**src/rtl/dbi_tx_fsm_if.sv**
```systemverilog
`timescale 1ns/1ps
`default_nettype none
// ============================================================================
// Module   : dbi_tx_fsm_if
// Purpose  : Bundles the pixel-stream handshake and the DBI TX PHY beat
//            interface used by dbi_tx_fsm.
// Ports    : (interface signals)
//   pxl_dat_i        pixel data, high byte sent first
//   pxl_vld_i        pixel valid
//   pxl_rdy_o        pixel accepted when pxl_vld_i & pxl_rdy_o
//   dtf_tx_rdy_i     PHY ready
//   dtf_dbi_hrst_o   beat is a hardware-reset request
//   dtf_tx_cmd_typ_o command byte (first beat of a transaction)
//   dtf_tx_cmd_dat_o parameter / data byte
//   dtf_tx_no_dat_o  command carries no parameters
//   dtf_tx_last_o    last data byte of the transaction
//   dtf_tx_vld_o     beat valid
// Modports : master = sequencer side, slave = pixel source / PHY side
// Revision : 1.0 - initial release
// ============================================================================
interface dbi_tx_fsm_if #(
  parameter int DBI_IF_D_W = 8,
  parameter int PXL_W      = 16
);
  logic [PXL_W-1:0]      pxl_dat_i;
  logic                  pxl_vld_i;
  logic                  pxl_rdy_o;
  logic                  dtf_tx_rdy_i;
  logic                  dtf_dbi_hrst_o;
  logic [DBI_IF_D_W-1:0] dtf_tx_cmd_typ_o;
  logic [DBI_IF_D_W-1:0] dtf_tx_cmd_dat_o;
  logic                  dtf_tx_no_dat_o;
  logic                  dtf_tx_last_o;
  logic                  dtf_tx_vld_o;

  modport master (
    input  pxl_dat_i, pxl_vld_i, dtf_tx_rdy_i,
    output pxl_rdy_o, dtf_dbi_hrst_o, dtf_tx_cmd_typ_o, dtf_tx_cmd_dat_o,
           dtf_tx_no_dat_o, dtf_tx_last_o, dtf_tx_vld_o
  );

  modport slave (
    output pxl_dat_i, pxl_vld_i, dtf_tx_rdy_i,
    input  pxl_rdy_o, dtf_dbi_hrst_o, dtf_tx_cmd_typ_o, dtf_tx_cmd_dat_o,
           dtf_tx_no_dat_o, dtf_tx_last_o, dtf_tx_vld_o
  );
endinterface
`default_nettype wire

```
**src/rtl/dbi_tx_fsm.sv**
```systemverilog
`timescale 1ns/1ps
`default_nettype none
// ============================================================================
// Module   : dbi_tx_fsm
// Purpose  : Command/pixel sequencer in front of the DBI TX PHY. Runs the
//            panel bring-up (HW reset, SLPOUT, COLMOD, DISPON) and then loops
//            per frame over CASET, RASET and RAMWR, streaming RGB565 pixels
//            as byte beats with full valid/ready handshaking.
// Ports    :
//   clk          system clock
//   rst_n        asynchronous active-low reset
//   bus          dbi_tx_fsm_if.master (pixel stream + PHY beat interface)
//   init_done_o  bring-up finished, frame loop running (sticky until reset)
// Revision : 1.0 - initial release
// ============================================================================
module dbi_tx_fsm #(
  parameter int  INTERNAL_CLK      = 125000000,
  parameter int  DBI_IF_D_W        = 8,
  parameter int  PXL_W             = 16,
  parameter int  H_RES             = 320,
  parameter int  V_RES             = 240,
  parameter real T_HRST_WAIT_SEC   = 120e-3,
  parameter real T_SLPOUT_WAIT_SEC = 120e-3
) (
  input  wire logic     clk,
  input  wire logic     rst_n,
  dbi_tx_fsm_if.master  bus,
  output logic          init_done_o
);

  // --------------------------------------------------------------------------
  // Derived constants
  // --------------------------------------------------------------------------
  localparam int C_HRST_RAW = $rtoi(T_HRST_WAIT_SEC * INTERNAL_CLK);
  localparam int C_SLP_RAW  = $rtoi(T_SLPOUT_WAIT_SEC * INTERNAL_CLK);
  localparam int C_HRST_CYC = (C_HRST_RAW < 1) ? 1 : C_HRST_RAW;
  localparam int C_SLP_CYC  = (C_SLP_RAW < 1) ? 1 : C_SLP_RAW;
  localparam int C_TMR_MAX  = (C_HRST_CYC > C_SLP_CYC) ? C_HRST_CYC : C_SLP_CYC;
  localparam int C_TMR_W    = (C_TMR_MAX > 1) ? $clog2(C_TMR_MAX) : 1;

  localparam int C_NPIX     = H_RES * V_RES;
  localparam int C_CNT_W    = (C_NPIX > 1) ? $clog2(C_NPIX) : 1;

  localparam logic [C_TMR_W-1:0] C_HRST_LOAD = C_TMR_W'(C_HRST_CYC - 1);
  localparam logic [C_TMR_W-1:0] C_SLP_LOAD  = C_TMR_W'(C_SLP_CYC - 1);
  localparam logic [C_CNT_W-1:0] C_PIX_LAST  = C_CNT_W'(C_NPIX - 1);
  localparam logic [15:0]        C_COL_END   = 16'(H_RES - 1);
  localparam logic [15:0]        C_ROW_END   = 16'(V_RES - 1);

  localparam logic [DBI_IF_D_W-1:0] C_CMD_SLPOUT = DBI_IF_D_W'(8'h11);
  localparam logic [DBI_IF_D_W-1:0] C_CMD_COLMOD = DBI_IF_D_W'(8'h3A);
  localparam logic [DBI_IF_D_W-1:0] C_DAT_COLMOD = DBI_IF_D_W'(8'h55);
  localparam logic [DBI_IF_D_W-1:0] C_CMD_DISPON = DBI_IF_D_W'(8'h29);
  localparam logic [DBI_IF_D_W-1:0] C_CMD_CASET  = DBI_IF_D_W'(8'h2A);
  localparam logic [DBI_IF_D_W-1:0] C_CMD_RASET  = DBI_IF_D_W'(8'h2B);
  localparam logic [DBI_IF_D_W-1:0] C_CMD_RAMWR  = DBI_IF_D_W'(8'h2C);

  typedef enum logic [3:0] {
    RST_ST    = 4'd0,
    HW_WAIT   = 4'd1,
    SLPOUT_ST = 4'd2,
    SLP_WAIT  = 4'd3,
    COLMOD_ST = 4'd4,
    DISPON_ST = 4'd5,
    CASET_ST  = 4'd6,
    RASET_ST  = 4'd7,
    RAMWR_ST  = 4'd8
  } state_t;

  // --------------------------------------------------------------------------
  // State
  // --------------------------------------------------------------------------
  state_t             state_q,     state_d;
  logic [C_TMR_W-1:0] tmr_q,       tmr_d;
  logic [C_CNT_W-1:0] cnt_q,       cnt_d;
  logic [1:0]         idx_q,       idx_d;
  logic [PXL_W-1:0]   buf_q,       buf_d;
  logic               buf_vld_q,   buf_vld_d;
  logic               sel_lo_q,    sel_lo_d;
  logic               init_done_q, init_done_d;
  // Holds the hrst beat off until the first clock after reset release, so
  // every output really is 0 while rst_n is low.
  logic               arm_q,       arm_d;

  // Combinational beat fields
  logic                  w_hrst;
  logic [DBI_IF_D_W-1:0] w_typ;
  logic [DBI_IF_D_W-1:0] w_dat;
  logic                  w_no_dat;
  logic                  w_last;
  logic                  w_vld;
  logic                  w_pxl_rdy;
  logic [15:0]           w_end;
  logic [DBI_IF_D_W-1:0] w_coord_byte;
  logic                  w_pix_last;

  always_ff @(posedge clk or negedge rst_n) begin
    if (!rst_n) begin
      state_q     <= RST_ST;
      tmr_q       <= '0;
      cnt_q       <= '0;
      idx_q       <= '0;
      buf_q       <= '0;
      buf_vld_q   <= 1'b0;
      sel_lo_q    <= 1'b0;
      init_done_q <= 1'b0;
      arm_q       <= 1'b0;
    end else begin
      state_q     <= state_d;
      tmr_q       <= tmr_d;
      cnt_q       <= cnt_d;
      idx_q       <= idx_d;
      buf_q       <= buf_d;
      buf_vld_q   <= buf_vld_d;
      sel_lo_q    <= sel_lo_d;
      init_done_q <= init_done_d;
      arm_q       <= arm_d;
    end
  end

  // Column/row end coordinate for the address-window commands, sent MSB first
  // after two zero bytes of start coordinate.
  always_comb begin
    w_end        = (state_q == CASET_ST) ? C_COL_END : C_ROW_END;
    w_coord_byte = '0;
    case (idx_q)
      2'd2:    w_coord_byte = DBI_IF_D_W'(w_end[15:8]);
      2'd3:    w_coord_byte = DBI_IF_D_W'(w_end[7:0]);
      default: w_coord_byte = '0;
    endcase
  end

  assign w_pix_last = (cnt_q == C_PIX_LAST) && sel_lo_q;

  // --------------------------------------------------------------------------
  // Next-state and output logic
  // --------------------------------------------------------------------------
  always_comb begin
    state_d     = state_q;
    tmr_d       = tmr_q;
    cnt_d       = cnt_q;
    idx_d       = idx_q;
    buf_d       = buf_q;
    buf_vld_d   = buf_vld_q;
    sel_lo_d    = sel_lo_q;
    init_done_d = init_done_q;
    arm_d       = 1'b1;

    w_hrst      = 1'b0;
    w_typ       = '0;
    w_dat       = '0;
    w_no_dat    = 1'b0;
    w_last      = 1'b0;
    w_vld       = 1'b0;
    w_pxl_rdy   = 1'b0;

    case (state_q)
      RST_ST: begin
        w_vld  = arm_q;
        w_hrst = arm_q;
        if (arm_q && bus.dtf_tx_rdy_i) begin
          state_d = HW_WAIT;
          tmr_d   = C_HRST_LOAD;
        end
      end

      HW_WAIT: begin
        if (tmr_q == '0) state_d = SLPOUT_ST;
        else             tmr_d   = tmr_q - C_TMR_W'(1);
      end

      SLPOUT_ST: begin
        w_vld    = 1'b1;
        w_typ    = C_CMD_SLPOUT;
        w_no_dat = 1'b1;
        if (bus.dtf_tx_rdy_i) begin
          state_d = SLP_WAIT;
          tmr_d   = C_SLP_LOAD;
        end
      end

      SLP_WAIT: begin
        if (tmr_q == '0) state_d = COLMOD_ST;
        else             tmr_d   = tmr_q - C_TMR_W'(1);
      end

      COLMOD_ST: begin
        w_vld  = 1'b1;
        w_typ  = C_CMD_COLMOD;
        w_dat  = C_DAT_COLMOD;
        w_last = 1'b1;
        if (bus.dtf_tx_rdy_i) state_d = DISPON_ST;
      end

      DISPON_ST: begin
        w_vld    = 1'b1;
        w_typ    = C_CMD_DISPON;
        w_no_dat = 1'b1;
        if (bus.dtf_tx_rdy_i) begin
          state_d     = CASET_ST;
          idx_d       = 2'd0;
          init_done_d = 1'b1;
        end
      end

      CASET_ST, RASET_ST: begin
        w_vld  = 1'b1;
        // Command byte rides only on the first beat of the transaction.
        if (idx_q == 2'd0)
          w_typ = (state_q == CASET_ST) ? C_CMD_CASET : C_CMD_RASET;
        w_dat  = w_coord_byte;
        w_last = (idx_q == 2'd3);
        if (bus.dtf_tx_rdy_i) begin
          idx_d = idx_q + 2'd1;
          if (idx_q == 2'd3)
            state_d = (state_q == CASET_ST) ? RASET_ST : RAMWR_ST;
        end
      end

      RAMWR_ST: begin
        // Ready comes from the registered buffer flag, so a buffer freed this
        // cycle is refilled on the next one at the earliest.
        w_pxl_rdy = ~buf_vld_q;
        if (bus.pxl_vld_i && !buf_vld_q) begin
          buf_d     = bus.pxl_dat_i;
          buf_vld_d = 1'b1;
        end

        w_vld = buf_vld_q;
        if (buf_vld_q) begin
          w_dat  = sel_lo_q ? buf_q[DBI_IF_D_W-1:0]
                            : buf_q[PXL_W-1 -: DBI_IF_D_W];
          if ((cnt_q == '0) && !sel_lo_q) w_typ = C_CMD_RAMWR;
          w_last = w_pix_last;
          if (bus.dtf_tx_rdy_i) begin
            if (!sel_lo_q) begin
              sel_lo_d = 1'b1;
            end else begin
              sel_lo_d  = 1'b0;
              buf_vld_d = 1'b0;
              if (w_pix_last) begin
                cnt_d   = '0;
                idx_d   = 2'd0;
                state_d = CASET_ST;
              end else begin
                cnt_d = cnt_q + C_CNT_W'(1);
              end
            end
          end
        end
      end

      default: state_d = RST_ST;
    endcase
  end

  assign bus.dtf_dbi_hrst_o   = w_hrst;
  assign bus.dtf_tx_cmd_typ_o = w_typ;
  assign bus.dtf_tx_cmd_dat_o = w_dat;
  assign bus.dtf_tx_no_dat_o  = w_no_dat;
  assign bus.dtf_tx_last_o    = w_last;
  assign bus.dtf_tx_vld_o     = w_vld;
  assign bus.pxl_rdy_o        = w_pxl_rdy;
  assign init_done_o          = init_done_q;

endmodule
`default_nettype wire

```
**src/flat_wrapper.sv**
```systemverilog
// flat-port wrapper written by rule: the top's interface ports become plain ports
module dbi_tx_fsm_flat 
#(
  parameter int  INTERNAL_CLK      = 125000000,
  parameter int  DBI_IF_D_W        = 8,
  parameter int  PXL_W             = 16,
  parameter int  H_RES             = 320,
  parameter int  V_RES             = 240,
  parameter real T_HRST_WAIT_SEC   = 120e-3,
  parameter real T_SLPOUT_WAIT_SEC = 120e-3
)
  (clk, rst_n, init_done_o, bus_pxl_dat_i, bus_pxl_vld_i, bus_dtf_tx_rdy_i, bus_pxl_rdy_o, bus_dtf_dbi_hrst_o, bus_dtf_tx_cmd_typ_o, bus_dtf_tx_cmd_dat_o, bus_dtf_tx_no_dat_o, bus_dtf_tx_last_o, bus_dtf_tx_vld_o);
  dbi_tx_fsm_if #(.DBI_IF_D_W(DBI_IF_D_W), .PXL_W(PXL_W)) bus_i ();
  input  wire logic clk;
  input  wire logic rst_n;
  output logic init_done_o;
  input wire logic [$bits(bus_i.pxl_dat_i)-1:0] bus_pxl_dat_i;
  input wire logic [$bits(bus_i.pxl_vld_i)-1:0] bus_pxl_vld_i;
  input wire logic [$bits(bus_i.dtf_tx_rdy_i)-1:0] bus_dtf_tx_rdy_i;
  output wire logic [$bits(bus_i.pxl_rdy_o)-1:0] bus_pxl_rdy_o;
  output wire logic [$bits(bus_i.dtf_dbi_hrst_o)-1:0] bus_dtf_dbi_hrst_o;
  output wire logic [$bits(bus_i.dtf_tx_cmd_typ_o)-1:0] bus_dtf_tx_cmd_typ_o;
  output wire logic [$bits(bus_i.dtf_tx_cmd_dat_o)-1:0] bus_dtf_tx_cmd_dat_o;
  output wire logic [$bits(bus_i.dtf_tx_no_dat_o)-1:0] bus_dtf_tx_no_dat_o;
  output wire logic [$bits(bus_i.dtf_tx_last_o)-1:0] bus_dtf_tx_last_o;
  output wire logic [$bits(bus_i.dtf_tx_vld_o)-1:0] bus_dtf_tx_vld_o;
  assign bus_i.pxl_dat_i = bus_pxl_dat_i;
  assign bus_i.pxl_vld_i = bus_pxl_vld_i;
  assign bus_i.dtf_tx_rdy_i = bus_dtf_tx_rdy_i;
  assign bus_pxl_rdy_o = bus_i.pxl_rdy_o;
  assign bus_dtf_dbi_hrst_o = bus_i.dtf_dbi_hrst_o;
  assign bus_dtf_tx_cmd_typ_o = bus_i.dtf_tx_cmd_typ_o;
  assign bus_dtf_tx_cmd_dat_o = bus_i.dtf_tx_cmd_dat_o;
  assign bus_dtf_tx_no_dat_o = bus_i.dtf_tx_no_dat_o;
  assign bus_dtf_tx_last_o = bus_i.dtf_tx_last_o;
  assign bus_dtf_tx_vld_o = bus_i.dtf_tx_vld_o;
  dbi_tx_fsm #(.INTERNAL_CLK(INTERNAL_CLK), .DBI_IF_D_W(DBI_IF_D_W), .PXL_W(PXL_W), .H_RES(H_RES), .V_RES(V_RES), .T_HRST_WAIT_SEC(T_HRST_WAIT_SEC), .T_SLPOUT_WAIT_SEC(T_SLPOUT_WAIT_SEC)) u_core (.clk(clk), .rst_n(rst_n), .bus(bus_i), .init_done_o(init_done_o));
endmodule
```
**config.mk**
```make
export PLATFORM = sky130hd
export DESIGN_NAME = dbi_tx_fsm_flat
export DESIGN_NICKNAME = d
export VERILOG_FILES = /design/src/rtl/dbi_tx_fsm_if.sv /design/src/rtl/dbi_tx_fsm.sv /design/src/flat_wrapper.sv
export SDC_FILE = /design/constraint.sdc
export NUM_CORES = 1
export LEC_CHECK = 0
export ABC_CLOCK_PERIOD_IN_PS = 5700
export CAP_MARGIN = 25
export CORE_MARGIN = 4
export CORE_UTILIZATION = 45
export DETAILED_ROUTE_END_ITERATION = 16
export PLACE_DENSITY = 0.74
export REMOVE_ABC_BUFFERS = 1
export SYNTH_ARGS = -nofsm -noshare
export SYNTH_HDL_FRONTEND = slang
export SYNTH_SLANG_ARGS = --single-unit
export TNS_END_PERCENT = 10
```
**constraint.sdc**
```tcl
create_clock -name clk -period 5.7 [get_ports clk]
set_input_delay 1.14 -clock clk [delete_from_list [all_inputs] [get_ports clk]]
set_output_delay 1.14 -clock clk [all_outputs]
set_load 0.01 [all_outputs]
```
-- Word-level counts from Yosys, hierarchy flattened
Cells that the tools add are included.
- bits in registers: 67
- latch bits: 0
- bits in writable memories: 0
- ROM bits: 0
- logic and storage cells: 107
- memories: 0
- add/sub/neg operators: 3
- $mul: 0
- div/mod/pow operators: 0
- order comparisons: 0
- eq/ne operators: 24
- shift-type cells: 0
- muxes and demuxes: 47
- bitwise logic cells: 1
- reductions and logical operators: 23
- operators with widths (kind ; count):
    $mux 24 ; 3
    $pmux 24 s3 ; 1
    $mux 4 ; 13
    $pmux 8 s5 ; 1
    $mux 8 ; 4
    $pmux 4 s8 ; 1
    $logic_not 24->1 ; 1
    $pmux 8 s3 ; 1
    $sub 24x1->24 const B ; 1
    $add 17x1->17 const B ; 1
    $eq 17x17->1 const B ; 1
    $logic_not 17->1 ; 1
    $mux 17 ; 1
    $eq 4x3->1 const B ; 4
    $pmux 8 s2 ; 1
    $ne 2x1->1 const B ; 7
    $mux 2 ; 6
    $ne 2x2->1 const B ; 6
    $reduce_and 12->1 ; 1
    $mux 1 ; 10
    $mux 9 ; 1
    $eq 4x2->1 const B ; 2
    $reduce_and 4->1 ; 2
    $reduce_and 7->1 ; 1
    17 further kinds ; 27

-- Longest topological paths before layout
Gate-level depths: netlist (run 1).
- depth in word-level cells: 7
- gate-level depth with buffers: 8

-- Worst setup path after synthesis (run 1)
No wires, ideal clock.
- path type: register to output
- start point: reg u_core.state_q[0]
- end point: out bus_dtf_tx_cmd_typ_o[5]
- arrival time: 1877 ps
- setup slack: 2683 ps
- cell stages (with the launch flop): 8
- buffers on the path: 3
- cell sequence: dfrtp_1 -> clkbuf_1 -> nor3b_1 -> nand2_1 -> clkbuf_1 -> nor3_1 -> a21o_1 -> buf_4
- word-level cells in the longest chain between the ends: 3
- RTL lines (item ; line ; text):
    start, declared ; dbi_tx_fsm.sv:73 ; state_t state_q, state_d;
    start signal, assigned ; dbi_tx_fsm.sv:109 ; state_q <= state_d;
    $eq 4x3->1 ; dbi_tx_fsm.sv:157 ; case (state_q)
    $reduce_or 2->1 ; dbi_tx_fsm.sv:157 ;
    $pmux 8 s5 (*) ; dbi_tx_fsm.sv:157 ;
    end, declared ; flat_wrapper.sv:22 ; output wire logic [$bits(bus_i.dtf_tx_cmd_typ_o)-1:0] bus_dtf_tx_cmd_typ_o;
Mark *: on every way between the ends. The rest lies on a longest branch, timed or not.

-- Worst setup path in the final report (run 1)
- start point: reg u_core.state_q[0]
- end point: out bus_dtf_tx_cmd_typ_o[3]
Same word-level chain as after synthesis.

==> reports/results.ini, run 1 <==
[floorplan]
die_h_um=99.99
core_um2=8217
die_area_um2=9997
ioPinCount=42
rows=33
initial_utilization_pct=46.34
die_x_um=99.99

[yosys]
async_flop_share_pct=100.0
synth_area_per_cell_um2=9.542
synth_seq_cells=67
netlist_area_um2=3807
synth-edff-count=0
seq_area_frac_synth_pct=44.04
synth_cell_types=49
netlist_instances=399
ys.flop_type=dfrtp_1
yosys_warnings=0

[placed_design]
gp_congestion=0.8589
place_inst=523
hpwlAfterDp_um=6002
io_buffers=39

[power_and_ir_drop]
p_seq_share_pct=41.6
switchingPower_mw=0.5653
irDropWorstVdd_mv=0.2643
p_per_area_nw_per_um2=351.8
p_clk_share_pct=23.5
swShare_pct=36.32
intPower_mw=0.9914
p_leak_nw=1.733
p_total_mw=1.557
combPwrFrac_pct=34.9

[clocking]
cts_tree=built
cts_resized=0
root_buffer=clkbuf_8
cts_htree_levels=3
post_cts_buffers=0
clock_latency_ns=0.35
cts_inserted_buffers=9
cts_buffer_depth=2
clk_pin_slew_ns=0.07
clkSinkCount=67
hold_buffers=0

[global_routing]
grt_pass1_vias=3190
overflow=0
grt_max_degree=68
grt_pass1_wl_um=14880
grt_usage_pct=18.43
grt_antenna_before_repair=0

[worst_setup_path]
crit_chain=nor3b_1 > nand2_1 > nor3_1 > a21o_1 > clkdlybuf4s50_1
reg2reg_setup_slack_ns=3.11
cpPeakStageDelay_ns=0.61
cp_data_required_time_ns=4.56
critPathKind=flop to primary output
end_kind=primary output
start_kind=flop
worstPathArrival_ns=2.75
path_max_fanout=20
crit_slowest_cell=dfrtp_1

[sta]
clock.fmax_mhz=256.9
fin_hold_ws_ns=0.5048
finalCriticalPeriod_ns=3.892
max_slew.worst_pin.slew_ns=0.8409
clock_skew_ns=0.008293
fin_crit_sh_pct=68.28
final-hold-violation-count=0
finalSetupViolCount=0
report.final.slew_viol_count=0
rsz0062_at_grt=no
relSlewSlack_pct=43.94
fin_tns_setup_ns=0

[route]
top_layer=met4
vias=3178
drt_iter0_markers=116
routed_via_density=5.885
wl_met2_um=4030
avgRoutedWirePerCell_um=15.93
antenna_left=0
detail_route.first_pass.iterations=4
wl_met1_um=3947
routed_wl_um=8602
drc=0
wl_met3_um=456

[run_status]
status=finished clean

[layout]
syn2layout_area_growth_pct=16.23
antennaDiodeCount=0
fin_util_pct=53.86
drive_above_1_share_pct=10.34
fin_cells=540
final_common_cell=dfrtp_1
fin_nets=457
final_cell_mix=dfrtp_1 (67), clkdlybuf4s50_1 (38), nand2_1 (27), nand3_1 (27), nor2_1 (24)

[hold_path]
hold_path_class=flop to flop

[job]
maxCapViolCount=0

==> cells in the mapped netlist, drive strengths merged, types with 7 or more instances <==
master / instances / area share [%]
or3: 9 / 1.5
nand2: 27 / 2.7
nor4: 15 / 3.2
o21ai: 19 / 2.5
buf: 9 / 1.3
inv: 15 / 1.5
ha: 7 / 2.3
nor3: 12 / 1.6
mux2: 17 / 5.0
dfrtp: 67 / 44
nor2: 24 / 2.4
nand3: 27 / 3.5
clkbuf: 14 / 1.4
xnor2: 13 / 3.0
a21oi: 16 / 2.1
or4: 16 / 3.2
o41ai: 7 / 1.6
o31ai: 14 / 2.8
mux2i: 11 / 2.9
==> worst paths after layout <==
kind | from | to | depth (start not counted)
setup / recovery | u_core.state_q[0]$_DFFE_PN0P_ | bus_dtf_tx_cmd_typ_o[3] | 5
hold / removal | u_core.init_done_o$_DFFE_PN0P_ | u_core.init_done_o$_DFFE_PN0P_ | 1
setup reg to reg | u_core.state_q[0]$_DFFE_PN0P_ | u_core.cnt_q[11]$_DFFE_PN0P_ | 5
hold reg to reg | u_core.init_done_o$_DFFE_PN0P_ | u_core.init_done_o$_DFFE_PN0P_ | 1
max in group asynchronous | rst_n | u_core.cnt_q[2]$_DFFE_PN0P_ | 2
min in group asynchronous | rst_n | u_core.tmr_q[17]$_DFFE_PN0P_ | 2
==> power by group through the flow <==
stage | Clock [mW] | Combinational, mW | Sequential, mW
final | 0.367 | 0.543 | 0.647
after global routing | 0.395 | 0.604 | 0.660
after CTS | 0.375 | 0.545 | 0.644
after detailed placement | 0 | 0.541 | 0.653
after global placement | 0 | 0.531 | 0.646
after floorplan | 0 | 0.325 | 0.623
==> cell families after synthesis <==
family / after synthesis / share of synthesized area, %
xor+xnor: 16 / 3.681
compound gates: 82 / 14.30
simple gates: 159 / 23.40
fa+ha+maj: 7 / 2.300
other cells: 2 / 0.1972
buf+inv: 38 / 4.173
flops: 67 / 44.04
mux: 28 / 7.920
==> cell type report <==
cell class / instances / area (µm²)
Fill cell: 729 / 3791
Multi-Input combinational cell: 295 / 1976
Sequential cell: 67 / 1677
Timing Repair Buffer: 42 / 405.4
Clock buffer: 12 / 155.1
Tap cell: 105 / 131.4
Inverter: 15 / 56.30
Clock inverter: 4 / 25.02
==> worst max-delay path: cells and delay by family, from the launching register on <==
family                 cells  cell delay (ns)
AOI/OAI and AO/OA          1             0.14
buffers and inverters      1             0.54
DFF                        1             0.61
and+or+nand+nor            3             1.10
==> sequential cells by signal, indices dropped and copies added, names as in the netlist <==
register,cells
u_core.arm_q,1
u_core.buf_q,16
u_core.buf_vld_q,1
u_core.cnt_q,17
u_core.idx_q,2
u_core.init_done_o,1
u_core.sel_lo_q,1
u_core.state_q,4
u_core.tmr_q,24
==> layer usage <==
| layer | global-route usage, % | up-vias |
|---|---|---|
| met3 | 4.031 | 12 |
| li1 | - | 1541 |
| met4 | 7.979 | 0 |
| met1 | 24.38 | 1543 |
| met2 | 29.25 | 82 |
| met5 | 0 | - |
==> metrics by stage <==
step           worst slack [ns]  area [µm²]
6_report                  1.808        4425
5_1_grt                   1.662        4425
4_1_cts                   1.836        4420
3_5_place_dp              2.214        4240
3_3_place_gp              2.279        4240
2_1_floorplan             2.791        3709
(Power assumes the default switching activity.)
==> run 2: changes to the inputs <==
ABC_CLOCK_PERIOD_IN_PS = 3930   (was 5700)
clock period = 3.93 ns   (was 5.7 ns; I/O delays follow)
==> reports/results.ini, run 2 (synthesis results as in run 1) <==
[layout]
drive_above_1_share_pct=11.19
fillers=709
regMostFlops=u_core.tmr_q
final_cell_mix=dfrtp_1 (67), clkdlybuf4s50_1 (38), nand2_1 (27), nand3_1 (27), nor2_1 (24)
antennaDiodeCount=0
fin_nets=460
largestRegisters=u_core.tmr_q (24), u_core.cnt_q (17), u_core.buf_q (16)
syn2layout_area_growth_pct=18.93
final_common_cell=dfrtp_1
largest_register_ffs=24

[hold_path]
min_path_cells=1
hold_start=u_core.init_done_o$_DFFE_PN0P_
holdPathEnd=u_core.init_done_o$_DFFE_PN0P_
hold_path_class=flop to flop

[route]
vias=3219
drc=0
routed_via_density=5.928
avgRoutedWirePerCell_um=16.04
drt_iter0_markers=125
routed_wl_um=8708
antenna_left=0
detail_route.first_pass.iterations=4

[floorplan]
core_um2=8217
ioPinCount=42
die_area_um2=9997
rows=33
die_h_um=99.99
initial_utilization_pct=46.34
die_x_um=99.99

[power_and_ir_drop]
p_per_area_nw_per_um2=547.4
p_total_mw=2.479
p_leak_nw=1.790
irDropWorstVdd_mv=0.3284

[worst_setup_path]
reg2reg_setup_slack_ns=1.42
start_kind=flop
crit_slowest_cell=dfrtp_1
worstPathArrival_ns=2.74
critPathKind=flop to primary output
reg2reg_depth=6
end_kind=primary output
crit_chain=nor3b_1 > nand2_1 > nor3_1 > a21o_1 > clkdlybuf4s50_1
r2r_start=u_core.state_q[3]$_DFFE_PN0P_
r2r-end=u_core.cnt_q[12]$_DFFE_PN0P_
path_max_fanout=16
cpPeakStageDelay_ns=0.62
cp_data_required_time_ns=3.14

[sta]
finalSetupViolCount=0
final-hold-violation-count=0
report.final.slew_viol_count=0
setup_ws_ns=0.4055
clock.fmax_mhz=283.7
rsz0062_at_grt=no
relSlewSlack_pct=43.35
fin_crit_sh_pct=89.68
max_slew.worst_pin.slew_ns=0.8498
fin_tns_setup_ns=0
clock_skew_ns=0.01005
finalCriticalPeriod_ns=3.525

[run_status]
status=finished clean

[placed_design]
hpwlAfterDp_um=6011
io_buffers=39
dpl_worst_slack_ns=0.7861
gp_congestion=0.8520

[global_routing]
grt_antenna_before_repair=0
overflow=0
grt_usage_pct=18.75
grt_pass1_wl_um=15150
grt_pass1_vias=3161
grt_max_degree=68

[clocking]
clock_latency_ns=0.34
root_buffer=clkbuf_8
clkSinkCount=67
cts_resized=0
clk_pin_slew_ns=0.07
cts_htree_levels=3
cts_tree=built
cts_buffer_depth=2
cts_inserted_buffers=9
hold_buffers=0
post_cts_buffers=0

[job]
maxCapViolCount=0

run 2: changes by cell type in the layout (fill, tap and decap cells not counted), sizes merged:
cell / change
buf: +4
bufinv: +3
clkinvlp: -2
clkbuf: -1
clkinv: -1
run 2: critical path: cells and delay by family, from the launching register on:
kind / cells / cell delay [ns]
and+or+nand+nor: 3 / 1.09
DFF: 1 / 0.62
buffers and inverters: 1 / 0.54
AOI/OAI and AO/OA: 1 / 0.14
run 2: per-stage QoR:
| stage | instance area (µm²) | cells | hold WS, ns | util (%) |
|---|---|---|---|---|
| CTS | 4528 | 543 | 0.5085 | 55.11 |
| detailed placement | 4268 | 527 | 0.4922 | 51.94 |
| global placement | 4263 | 526 | 0.4841 | 51.88 |
| finish | 4528 | 543 | 0.5015 | 55.11 |
| floorplan | 3709 | 377 | 0.4644 | - |
| global route | 4528 | 543 | 0.5231 | 55.11 |
run 2: worst max path at each step:
stage | from | endpoint | slack, ns | cells past startpoint
after floorplan | u_core.state_q[3]$_DFFE_PN0P_ | bus_dtf_tx_cmd_typ_o[3] | 1.37 | 4
after global placement | bus_dtf_tx_rdy_i | u_core.tmr_q[12]$_DFFE_PN0P_ | 0.87 | 6
after detailed placement | bus_dtf_tx_rdy_i | u_core.tmr_q[20]$_DFFE_PN0P_ | 0.79 | 6
after CTS | u_core.state_q[3]$_DFFE_PN0P_ | bus_dtf_tx_cmd_typ_o[5] | 0.39 | 5
after global routing | u_core.state_q[3]$_DFFE_PN0P_ | bus_dtf_tx_cmd_typ_o[3] | 0.12 | 5
final | u_core.state_q[3]$_DFFE_PN0P_ | bus_dtf_tx_cmd_typ_o[3] | 0.41 | 5
run 2: routing by layer:
layer | wire length (µm) | track usage (%) | up-vias
li1 | - | - | 1545
met1 | 3960 | 25.26 | 1593
met4 | 82 | 5.907 | 0
met3 | 499 | 5.698 | 7
met2 | 4166 | 29.14 | 74
met5 | 0 | 0 | -
run 2: layout make-up:
cell class / count / area (µm²) / area share, %
well taps: 105 / 131.4 / 2.901
inverters: 15 / 56.30 / 1.243
clock buffers: 12 / 165.2 / 3.647
multi-input cells: 295 / 1976 / 43.63
flip-flops and latches: 67 / 1677 / 37.03
repair buffers: 45 / 427.9 / 9.450
clock inverters: 4 / 95.09 / 2.100
run 2: power breakdown:
group / internal [mW] / switching (mW) / leakage, nW
sequential: 0.785 / 0.0978 / 0.828
combinational: 0.406 / 0.454 / 0.829
clock: 0.473 / 0.264 / 0.133
